**src/rtl/writeback_queue_if.sv**
```systemverilog
// Port bundle for writeback_queue: execute-stage result handshake, register-file
// write port, pending-register scoreboard and occupancy.
interface writeback_queue_if #(
    parameter int XLEN = 32
);
    logic            in_valid;
    logic            in_ready;
    logic [4:0]      in_rd;
    logic [XLEN-1:0] in_data;
    logic            wb_stall;
    logic            wb_wen;
    logic [4:0]      wb_rd;
    logic [XLEN-1:0] wb_din;
    logic [31:0]     pend;
    logic [3:0]      count;

    modport master (
        output in_valid, in_rd, in_data, wb_stall,
        input  in_ready, wb_wen, wb_rd, wb_din, pend, count
    );

    modport slave (
        input  in_valid, in_rd, in_data, wb_stall,
        output in_ready, wb_wen, wb_rd, wb_din, pend, count
    );
endinterface

```
**src/rtl/writeback_queue.sv**
```systemverilog
// In-order writeback queue draining one result per cycle into the register file.
// Macro WB_FWD_EN adds a two-port combinational forwarding lookup.
module writeback_queue #(
    parameter int DEPTH = 4,
    parameter int XLEN  = 32
) (
    input logic              clk,
    input logic              rst_n,
    writeback_queue_if.slave wq
`ifdef WB_FWD_EN
    ,
    input  logic [4:0]       fwd_rs1,
    input  logic [4:0]       fwd_rs2,
    output logic             fwd_hit1,
    output logic             fwd_hit2,
    output logic [XLEN-1:0]  fwd_data1,
    output logic [XLEN-1:0]  fwd_data2
`endif
);
    localparam int PW = (DEPTH > 1) ? $clog2(DEPTH) : 1;

    logic [PW-1:0]   wr_ptr;
    logic [PW-1:0]   rd_ptr;
    logic [3:0]      cnt;
    logic [DEPTH-1:0] ent_valid;
    logic [4:0]      ent_rd   [DEPTH];
    logic [XLEN-1:0] ent_data [DEPTH];
    logic            out_wen;
    logic [4:0]      out_rd;
    logic [XLEN-1:0] out_din;
    logic [31:0]     pend_vec;
    logic            ready;
    logic            push;
    logic            pop;

    // Handshake: a result transfers on a rising edge where in_valid && in_ready.
    // in_ready comes only from the registered count, never from in_valid; a
    // transfer with in_rd == 0 completes but is discarded.
    assign ready = (cnt < 4'(DEPTH));
    assign push  = wq.in_valid && ready && (wq.in_rd != 5'd0);
    assign pop   = (cnt != 4'd0) && !wq.wb_stall;

    always_ff @(posedge clk or negedge rst_n) begin
        if (!rst_n) begin
            wr_ptr    <= '0;
            rd_ptr    <= '0;
            cnt       <= '0;
            ent_valid <= '0;
            out_wen   <= 1'b0;
            out_rd    <= '0;
            out_din   <= '0;
        end else begin
            if (push) begin
                ent_valid[wr_ptr] <= 1'b1;
                wr_ptr            <= wr_ptr + 1'b1;
            end
            if (pop) begin
                ent_valid[rd_ptr] <= 1'b0;
                rd_ptr            <= rd_ptr + 1'b1;
                out_rd            <= ent_rd[rd_ptr];
                out_din           <= ent_data[rd_ptr];
            end
            out_wen <= pop;
            case ({push, pop})
                2'b10:   cnt <= cnt + 4'd1;
                2'b01:   cnt <= cnt - 4'd1;
                default: cnt <= cnt;
            endcase
        end
    end

    // Payload is only ever read through a set valid bit, so it carries no reset.
    always_ff @(posedge clk) begin
        if (push) begin
            ent_rd[wr_ptr]   <= wq.in_rd;
            ent_data[wr_ptr] <= wq.in_data;
        end
    end

    always_comb begin
        pend_vec = '0;
        for (int i = 0; i < DEPTH; i++) begin
            if (ent_valid[i]) pend_vec[ent_rd[i]] = 1'b1;
        end
        if (out_wen) pend_vec[out_rd] = 1'b1;
        pend_vec[0] = 1'b0;
    end

    assign wq.in_ready = ready;
    assign wq.wb_wen   = out_wen;
    assign wq.wb_rd    = out_rd;
    assign wq.wb_din   = out_din;
    assign wq.pend     = pend_vec;
    assign wq.count    = cnt;

`ifdef WB_FWD_EN
    logic [4:0]  fwd_rs  [2];
    logic [XLEN:0] fwd_res [2];

    assign fwd_rs[0] = fwd_rs1;
    assign fwd_rs[1] = fwd_rs2;

    // Walk oldest to youngest (output stage, then head..tail) so the last match wins.
    always_comb begin
        logic [PW-1:0] idx;
        idx = '0;
        for (int p = 0; p < 2; p++) begin
            fwd_res[p] = '0;
            if (out_wen && (out_rd == fwd_rs[p])) fwd_res[p] = {1'b1, out_din};
            for (int i = 0; i < DEPTH; i++) begin
                idx = rd_ptr + PW'(i);
                if (ent_valid[idx] && (ent_rd[idx] == fwd_rs[p])) fwd_res[p] = {1'b1, ent_data[idx]};
            end
            if (fwd_rs[p] == 5'd0) fwd_res[p] = '0;
        end
    end

    assign fwd_hit1  = fwd_res[0][XLEN];
    assign fwd_data1 = fwd_res[0][XLEN-1:0];
    assign fwd_hit2  = fwd_res[1][XLEN];
    assign fwd_data2 = fwd_res[1][XLEN-1:0];
`endif
endmodule

```
**src/flat_wrapper.sv**
```systemverilog
// flat-port wrapper written by rule: the top's interface ports become plain ports
module writeback_queue_flat 
#(
    parameter int DEPTH = 4,
    parameter int XLEN  = 32
)
  (clk, rst_n, wq_in_valid, wq_in_rd, wq_in_data, wq_wb_stall, wq_in_ready, wq_wb_wen, wq_wb_rd, wq_wb_din, wq_pend, wq_count);
  writeback_queue_if #(.XLEN(XLEN)) wq_i ();
  input logic clk;
  input logic rst_n;
  input wire logic [$bits(wq_i.in_valid)-1:0] wq_in_valid;
  input wire logic [$bits(wq_i.in_rd)-1:0] wq_in_rd;
  input wire logic [$bits(wq_i.in_data)-1:0] wq_in_data;
  input wire logic [$bits(wq_i.wb_stall)-1:0] wq_wb_stall;
  output wire logic [$bits(wq_i.in_ready)-1:0] wq_in_ready;
  output wire logic [$bits(wq_i.wb_wen)-1:0] wq_wb_wen;
  output wire logic [$bits(wq_i.wb_rd)-1:0] wq_wb_rd;
  output wire logic [$bits(wq_i.wb_din)-1:0] wq_wb_din;
  output wire logic [$bits(wq_i.pend)-1:0] wq_pend;
  output wire logic [$bits(wq_i.count)-1:0] wq_count;
  assign wq_i.in_valid = wq_in_valid;
  assign wq_i.in_rd = wq_in_rd;
  assign wq_i.in_data = wq_in_data;
  assign wq_i.wb_stall = wq_wb_stall;
  assign wq_in_ready = wq_i.in_ready;
  assign wq_wb_wen = wq_i.wb_wen;
  assign wq_wb_rd = wq_i.wb_rd;
  assign wq_wb_din = wq_i.wb_din;
  assign wq_pend = wq_i.pend;
  assign wq_count = wq_i.count;
  writeback_queue #(.DEPTH(DEPTH), .XLEN(XLEN)) u_core (.clk(clk), .rst_n(rst_n), .wq(wq_i));
endmodule
```
**config.mk**
```make
export PLATFORM = sky130hd
export DESIGN_NAME = writeback_queue_flat
export DESIGN_NICKNAME = d
export VERILOG_FILES = /design/src/rtl/writeback_queue_if.sv /design/src/rtl/writeback_queue.sv /design/src/flat_wrapper.sv
export SDC_FILE = /design/constraint.sdc
export NUM_CORES = 1
export LEC_CHECK = 0
export CAP_MARGIN = 0
export CELL_PAD_IN_SITES_DETAIL_PLACEMENT = 1
export CELL_PAD_IN_SITES_GLOBAL_PLACEMENT = 1
export CORE_MARGIN = 10
export CORE_UTILIZATION = 46
export CTS_CLUSTER_DIAMETER = 40
export DETAILED_ROUTE_END_ITERATION = 10
export MAX_ROUTING_LAYER = met4
export PLACE_DENSITY_LB_ADDON = 0.3
export SETUP_SLACK_MARGIN = 0.4
export SKIP_LAST_GASP = 1
export SLEW_MARGIN = 10
export SYNTH_ARGS = -nofsm -noshare
export SYNTH_HDL_FRONTEND = slang
export SYNTH_SLANG_ARGS = --single-unit
export TNS_END_PERCENT = 20
```
**constraint.sdc**
```tcl
create_clock -name clk -period 4.2 [get_ports clk]
set_input_delay 0.42 -clock clk [delete_from_list [all_inputs] [get_ports clk]]
set_output_delay 0.42 -clock clk [all_outputs]
set_load 0.01 [all_outputs]
```
==> out/qor.csv, run 1 <==
metric;value;unit
yosysWarnings;0;
synth_edf_count;148;
synth-seq-cells;198;
cts_resized;0;
slew_viol_final;0;
swShare;33.0;%
path_delay_family;simple AND/OR/NAND/NOR gates;
cts.sinks;198;
ys_top_cells_by_count;148 x edfxtp_1, 50 x dfrtp_1, 36 x mux2_2, 36 x mux4_2;
grt_antenna_before_repair;0;
cts_setup_buffers;0;
pwr-share-clk;23.8;%
rsz0062_at_grt;no;
drive_gt1_share;19.1;%
placementRows;51;
syn_to_final_growth;22.0;%
place_congestion;1.02;
grt_max_degree;51;
final-setup-viol-count;0;
ant_nets;0;
die_w;160;um
tns;0;ns
synth_top_family_by_area;multiplexers;
drcViolationCount;0;
maxSlewHeadroom;21.7;%
ys_async_sr_fraction;25.3;%
synth.avg_cell_area;15.5;um^2
arrival;3.02;ns
numCtsBuffers;17;
initial_core_util;46.7;%
synth.most_common_cell;edfxtp_1;
ys.flop_type;edfxtp_1;
path_cells;nor4bb_1, a22oi_1, nand3_1, clkdlybuf4s50_1;
fin_ws;0.764;ns
run_status;completed;
synth.top_cell.area_share;48.9;%
cp_data_required_time;3.78;ns
wirelength;25600;um
synthSimpleGateAreaFrac;11.7;%
muxShareOfSynthArea;14.5;%
drt_iter0_markers;379;
grt_pass1_wl;39600;um
syn-num-nets;640;
worst_pin_slew;1.16;ns
cp.buffers_inverters;1;
viasPerCell;6.00;
netlist_area;9080;um^2
critical_path_class;reg -> out;
fin_nets;747;
postCtsHoldBufs;0;
p_total;7.00;mW
power_frac_comb;32.1;%
syn_inst;587;
yosysTopAreaCell;edfxtp_1;
worst_ir_drop_vdd;0.416;mV
synth.distinct_cells;56;
synth_compound_area_share;5.88;%
max_freq;0.291;GHz
power_density;632;nW/um^2
cts.clk_slew.worst_paths;0.08;ns
h-tree-depth;4;
finalClockSkew;0.0128;ns
vias;5829;
grt_pass1_vias;6405;
cts_tree;yes;
pin_count;116;
dp_slack;0.804;ns
cp_max_fo;12;
leakage;3.76;nW
synth-xor-area-share;0.386;%
dieArea;25800;um^2
ys_seq_area_share;62.7;%
core;19500;um^2
layout_min_cycle_time;3.44;ns
overflow;0;
max_stage_delay;1.04;ns
n_antenna_cell;0;
routedWlPerCell;26.3;um
numPortBuffers;114;
seq_power_share;44.1;%
crit_path_start_kind;register;
power_switching;2.31;mW
cap_violations;0;
p_int;4.69;mW
synthAdderAreaFrac;1.74;%
hpwl;18000;um
crit_path_end_kind;primary output;
fp.dieH;160;um
min_path_type;in -> async;
timing_hold_violations_final;0;
slowest_stage;nor4bb_1;
clock_latency;0.44;ns
finalCritPeriodShare;81.8;%
synthTopCellsByArea;edfxtp_1 49%, dfrtp_1 14%, mux4_2 8.9%;
dr.pass1.iters;5;
cts_buffer_depth;2;
cts_root_buf;clkbuf_16;
grt_usage;20.5;%
## layout make-up
| type | instances | area, um^2 |
|---|---|---|
| fillers | 1836 | 8390 |
| clock inverters | 15 | 201 |
| clock buffers | 17 | 425 |
| flip-flops and latches | 198 | 5700 |
| well taps | 265 | 332 |
| repair buffers | 123 | 1200 |
| inverters | 21 | 78.8 |
| multi-input cells | 333 | 3140 |
## per-stage QoR
stage	utilization [%]	hold WS (ns)	cells	instance area, um^2
after floorplan	-	0.124	587	9080
after global placement	53.7	0.492	940	10500
after detailed placement	53.7	0.495	940	10500
after CTS	56.9	0.141	972	11100
after global routing	56.9	0.151	972	11100
final	56.9	0.121	972	11100
## kinds of logic after synthesis
group,after synthesis
compound gates,66
xor+xnor,4
fa+ha+maj,12
buf+inv,56
flops,198
mux,78
other cells,1
simple gates,172
## path summary, 6_finish.rpt
path,from,to,slack (ns),depth (start not counted)
max reg2reg,u_core.wq.count[3]$_DFFE_PN0P_,u_core.wq.count[3]$_DFFE_PN0P_,1.60,7
min,rst_n,u_core.wq.wb_din[13]$_DFFE_PN0N_,0.12,2
min reg2reg,u_core.wq.wb_din[27]$_DFFE_PN0N_,u_core.wq.wb_din[27]$_DFFE_PN0N_,0.51,1
min in group clk,u_core.wq.wb_din[27]$_DFFE_PN0N_,u_core.wq.wb_din[27]$_DFFE_PN0N_,0.51,1
max,u_core.ent_rd[2][0]$_DFFE_PP_,wq_pend[9],0.76,4
max in group asynchronous,rst_n,u_core.rd_ptr[0]$_DFFE_PN0N_,3.54,2
## flip-flops by register name, indices dropped and copies added (netlist names)
name	cells
u_core.wq.wb_rd	5
u_core.ent_data	128
u_core.wq.wb_din	32
u_core.wq.wb_wen	1
u_core.ent_valid	4
u_core.wq.count	4
u_core.wr_ptr	2
u_core.ent_rd	20
u_core.rd_ptr	2
## cells in the final DEF, fill, tap and decap left out, types with 4 or more instances in the layout
| cell | n |
|---|---|
| a221oi_1 | 4 |
| a22oi_1 | 15 |
| a32oi_1 | 8 |
| and4bb_2 | 4 |
| buf_4 | 9 |
| clkbuf_16 | 17 |
| clkdlybuf4s50_1 | 113 |
| clkinv_8 | 5 |
| dfrtp_1 | 48 |
| edfxtp_1 | 148 |
| ha_1 | 11 |
| inv_1 | 21 |
| inv_8 | 4 |
| mux2_2 | 36 |
| mux2_4 | 4 |
| mux4_2 | 36 |
| nand2_1 | 23 |
| nand2b_1 | 18 |
| nand3_1 | 23 |
| nand4_1 | 14 |
| nand4b_1 | 14 |
| nor2_1 | 18 |
| nor2_4 | 4 |
| nor2b_1 | 12 |
| nor4b_1 | 5 |
| nor4bb_1 | 11 |
| o22ai_1 | 16 |
| o32a_1 | 6 |
| or2_2 | 4 |
| or3_1 | 10 |
## power groups by stage
| stage | clock (mW) | sequential (mW) | combinational (mW) |
|---|---|---|---|
| after CTS | 1.70 | 3.09 | 2.29 |
| after global placement | 0 | 3.09 | 2.19 |
| after floorplan | 0 | 2.89 | 1.46 |
| after global routing | 1.79 | 3.16 | 2.43 |
| final | 1.67 | 3.09 | 2.25 |
| after detailed placement | 0 | 3.13 | 2.27 |
## layer usage
layer,part of all wire (%),routed length (um),up-vias,GRT usage (%)
li1,-,-,2556,-
met1,42,10800,2992,25.8
met3,5.9,1510,51,3.76
met2,49,12600,230,32.9
met5,0,0,-,-
met4,2.6,667,0,7.39
(Power assumes the default switching activity.)
==> run 2: changes to the inputs <==
--- a/config.mk
+++ b/config.mk
@@ -9,7 +9,7 @@
 export CELL_PAD_IN_SITES_DETAIL_PLACEMENT = 1
 export CELL_PAD_IN_SITES_GLOBAL_PLACEMENT = 1
 export CORE_MARGIN = 10
-export CORE_UTILIZATION = 46
+export CORE_UTILIZATION = 42
 export CTS_CLUSTER_DIAMETER = 40
 export DETAILED_ROUTE_END_ITERATION = 10
 export MAX_ROUTING_LAYER = met4
==> constraint.sdc (replaced) <==
create_clock -name clk -period 3 [get_ports clk]
set_input_delay 0.3 -clock clk [delete_from_list [all_inputs] [get_ports clk]]
set_output_delay 0.3 -clock clk [all_outputs]
set_load 0.01 [all_outputs]
==> run 2 against run 1 <==
- the flow now finishes with violations (hold timing)
- non-clock buffer count increased by 72
- largest power group unchanged
- cell area increased by 5.6%
- critical endpoint is now wq_pend[13]
- cell count increased by 8.4%
==> out/qor.csv, run 2 (synthesized netlist as in run 1, its figures left out) <==
metric;value;unit;change
timing_hold_violations_final;2;;was 0
vias;6086;;was 5829
initial_core_util;42.9;%;was 46.7%
drt_iter0_markers;352;;was 379
layout_commonest_cell;edfxtp_1;;unchanged
top_register;u_core.ent_data;;unchanged
run_status;finished, violations left;;was completed
dp_slack;-0.0196;ns;was 0.804 ns
worst_ir_drop_vdd;0.478;mV;was 0.416 mV
swShare;33.0;%;about the same
cts.sinks;198;;unchanged
power_switching;3.31;mW;was 2.31 mW
largest_reg_flops;128;;unchanged
cts.clk_slew.worst_paths;0.08;ns;about the same
power_density;857;nW/um^2;was 632 nW/um^2
place_congestion;0.975;;was 1.02
die_w;167;um;was 160 um
dieArea;27900;um^2;was 25800 um^2
core;21200;um^2;was 19500 um^2
rsz0062_at_grt;yes;;was no
drive_gt1_share;28.5;%;was 19.1%
postCtsHoldBufs;0;;unchanged
min_path_type;in -> async;;unchanged
slowest_stage;clkdlybuf4s50_1;;was nor4bb_1
path_cells;nand4b_1, o32ai_1, or3_1, clkdlybuf4s50_1;;was nor4bb_1, a22oi_1, nand3_1, clkdlybuf4s50_1
pin_count;116;;unchanged
worst_pin_slew;1.07;ns;was 1.16 ns
cts_buffer_depth;2;;unchanged
finalClockSkew;0.00891;ns;was 0.0128 ns
overflow;0;;unchanged
routedWlPerCell;26.0;um;was 26.3 um
p_int;6.72;mW;was 4.69 mW
cts_root_buf;clkbuf_16;;unchanged
crit_path_start_kind;register;;unchanged
placementRows;53;;was 51
violations;hold timing;;
numCtsBuffers;17;;unchanged
pwr-share-clk;22.7;%;was 23.8%
viasPerCell;5.77;;was 6.00
dpl-instance-area;10700;um^2;was 10500 um^2
max_freq;0.376;GHz;
grt_antenna_before_repair;0;;unchanged
h-tree-depth;4;;unchanged
fp.dieH;167;um;was 160 um
hpwl;19100;um;was 18000 um
grt_pass1_wl;42200;um;was 39600 um
hold-worst-slack;-0.00225;ns;was 0.121 ns
most-common-layout-cells;148 x edfxtp_1, 100 x clkdlybuf4s50_1, 79 x buf_4;;was 148 x edfxtp_1, 113 x clkdlybuf4s50_1, 48 x dfrtp_1
leakage;4.30;nW;was 3.76 nW
final-setup-viol-count;0;;unchanged
dr.pass1.iters;4;;was 5
ant_nets;0;;unchanged
cts_tree;yes;;unchanged
power_frac_comb;35.6;%;was 32.1%
layout_min_cycle_time;2.66;ns;
fin_ws;0.342;ns;was 0.764 ns
grt_usage;20.1;%;was 20.5%
arrival;2.36;ns;was 3.02 ns
wirelength;27400;um;was 25600 um
clock_latency;0.43;ns;was 0.44 ns
max_stage_delay;0.56;ns;was 1.04 ns
n_antenna_cell;0;;unchanged
cap_violations;0;;unchanged
cp_max_fo;9;;was 12
drcViolationCount;0;;unchanged
fin_nets;819;;was 747
cp_data_required_time;2.70;ns;was 3.78 ns
seq_power_share;41.7;%;was 44.1%
grt_pass1_vias;6786;;was 6405
grt_max_degree;51;;unchanged
syn_to_final_growth;28.8;%;was 22.0%
crit_path_end_kind;primary output;;unchanged
maxSlewHeadroom;28.2;%;was 21.7%
final_area;11700;um^2;was 11100 um^2
critical_path_class;reg -> out;;unchanged
finalCritPeriodShare;88.6;%;
reg2reg_depth;5;;was 7
slew_viol_final;0;;unchanged
numPortBuffers;114;;unchanged
## run 2: layout make-up
cell class                 instances  area [um^2]
fill                            1994         9460
sequential                       198         5710
multi-input combinational        333         3190
timing repair buffer             195         1770
clock buffer                      17          425
tap                              275          344
clock inverter                    15          181
inverter                          21         78.8
## run 2: what timing repair did
| item | CTS | global route |
|---|---|---|
| setup endpoints to repair | 31 | 61 |
| pin swaps | 2 | 3 |
| gates resized for setup | 19 | 12 |
| cloned | 0 | 0 |
| buffers inserted | 42 | 3 |
## run 2: worst paths after layout
check / to / slack [ns] / from
min in group clk: u_core.ent_data[0][10]$_DFFE_PP_ / 0.50 / wq_in_data[10]
min: u_core.wq.wb_din[10]$_DFFE_PN0N_ / -0.002 / rst_n
max: wq_pend[13] / 0.34 / u_core.ent_rd[1][1]$_DFFE_PP_
min reg2reg: u_core.wq.wb_din[9]$_DFFE_PN0N_ / 0.51 / u_core.wq.wb_din[9]$_DFFE_PN0N_
max reg2reg: u_core.ent_data[2][28]$_DFFE_PP_ / 0.49 / u_core.wq.count[3]$_DFFE_PN0P_
max in group asynchronous: u_core.wq.wb_rd[1]$_DFFE_PN0N_ / 2.46 / rst_n
## run 2: power by group through the flow
stage	logic (mW)	clock network [mW]	registers, mW
finish	3.57	2.28	4.18
global route	3.84	2.45	4.27
CTS	3.64	2.32	4.18
detailed placement	3.45	0	4.25
global placement	3.32	0	4.20
floorplan	2.05	0	4.04
## run 2: stage by stage
stage | setup TNS (ns) | std cells | hold slack, ns | power [mW] | utilization, %
2_1_floorplan | -4.33 | 587 | 0.00441 | 6.09 | -
3_3_place_gp | 0 | 977 | 0.481 | 7.52 | 50.5
3_5_place_dp | -0.0196 | 977 | 0.496 | 7.71 | 50.5
4_1_cts | 0 | 1051 | 0.0348 | 10.1 | 55.1
5_1_grt | 0 | 1054 | 0.0336 | 10.6 | 55.3
6_report | 0 | 1054 | -0.00225 | 10.0 | 55.3
## run 2: routing by layer
metal,up-vias,track usage [%],routed length [um]
li1,2703,-,-
met1,3127,22.7,11000
met2,203,34.7,14400
met3,53,2.87,988
met4,0,8.74,1060
met5,-,-,0
## run 2: worst max-delay path: cells and delay by family (launching register included)
kind	cells	cell delay, ns
simple gates	2	0.50
buf+inv	1	0.56
flops	1	0.55
compound gates	1	0.33
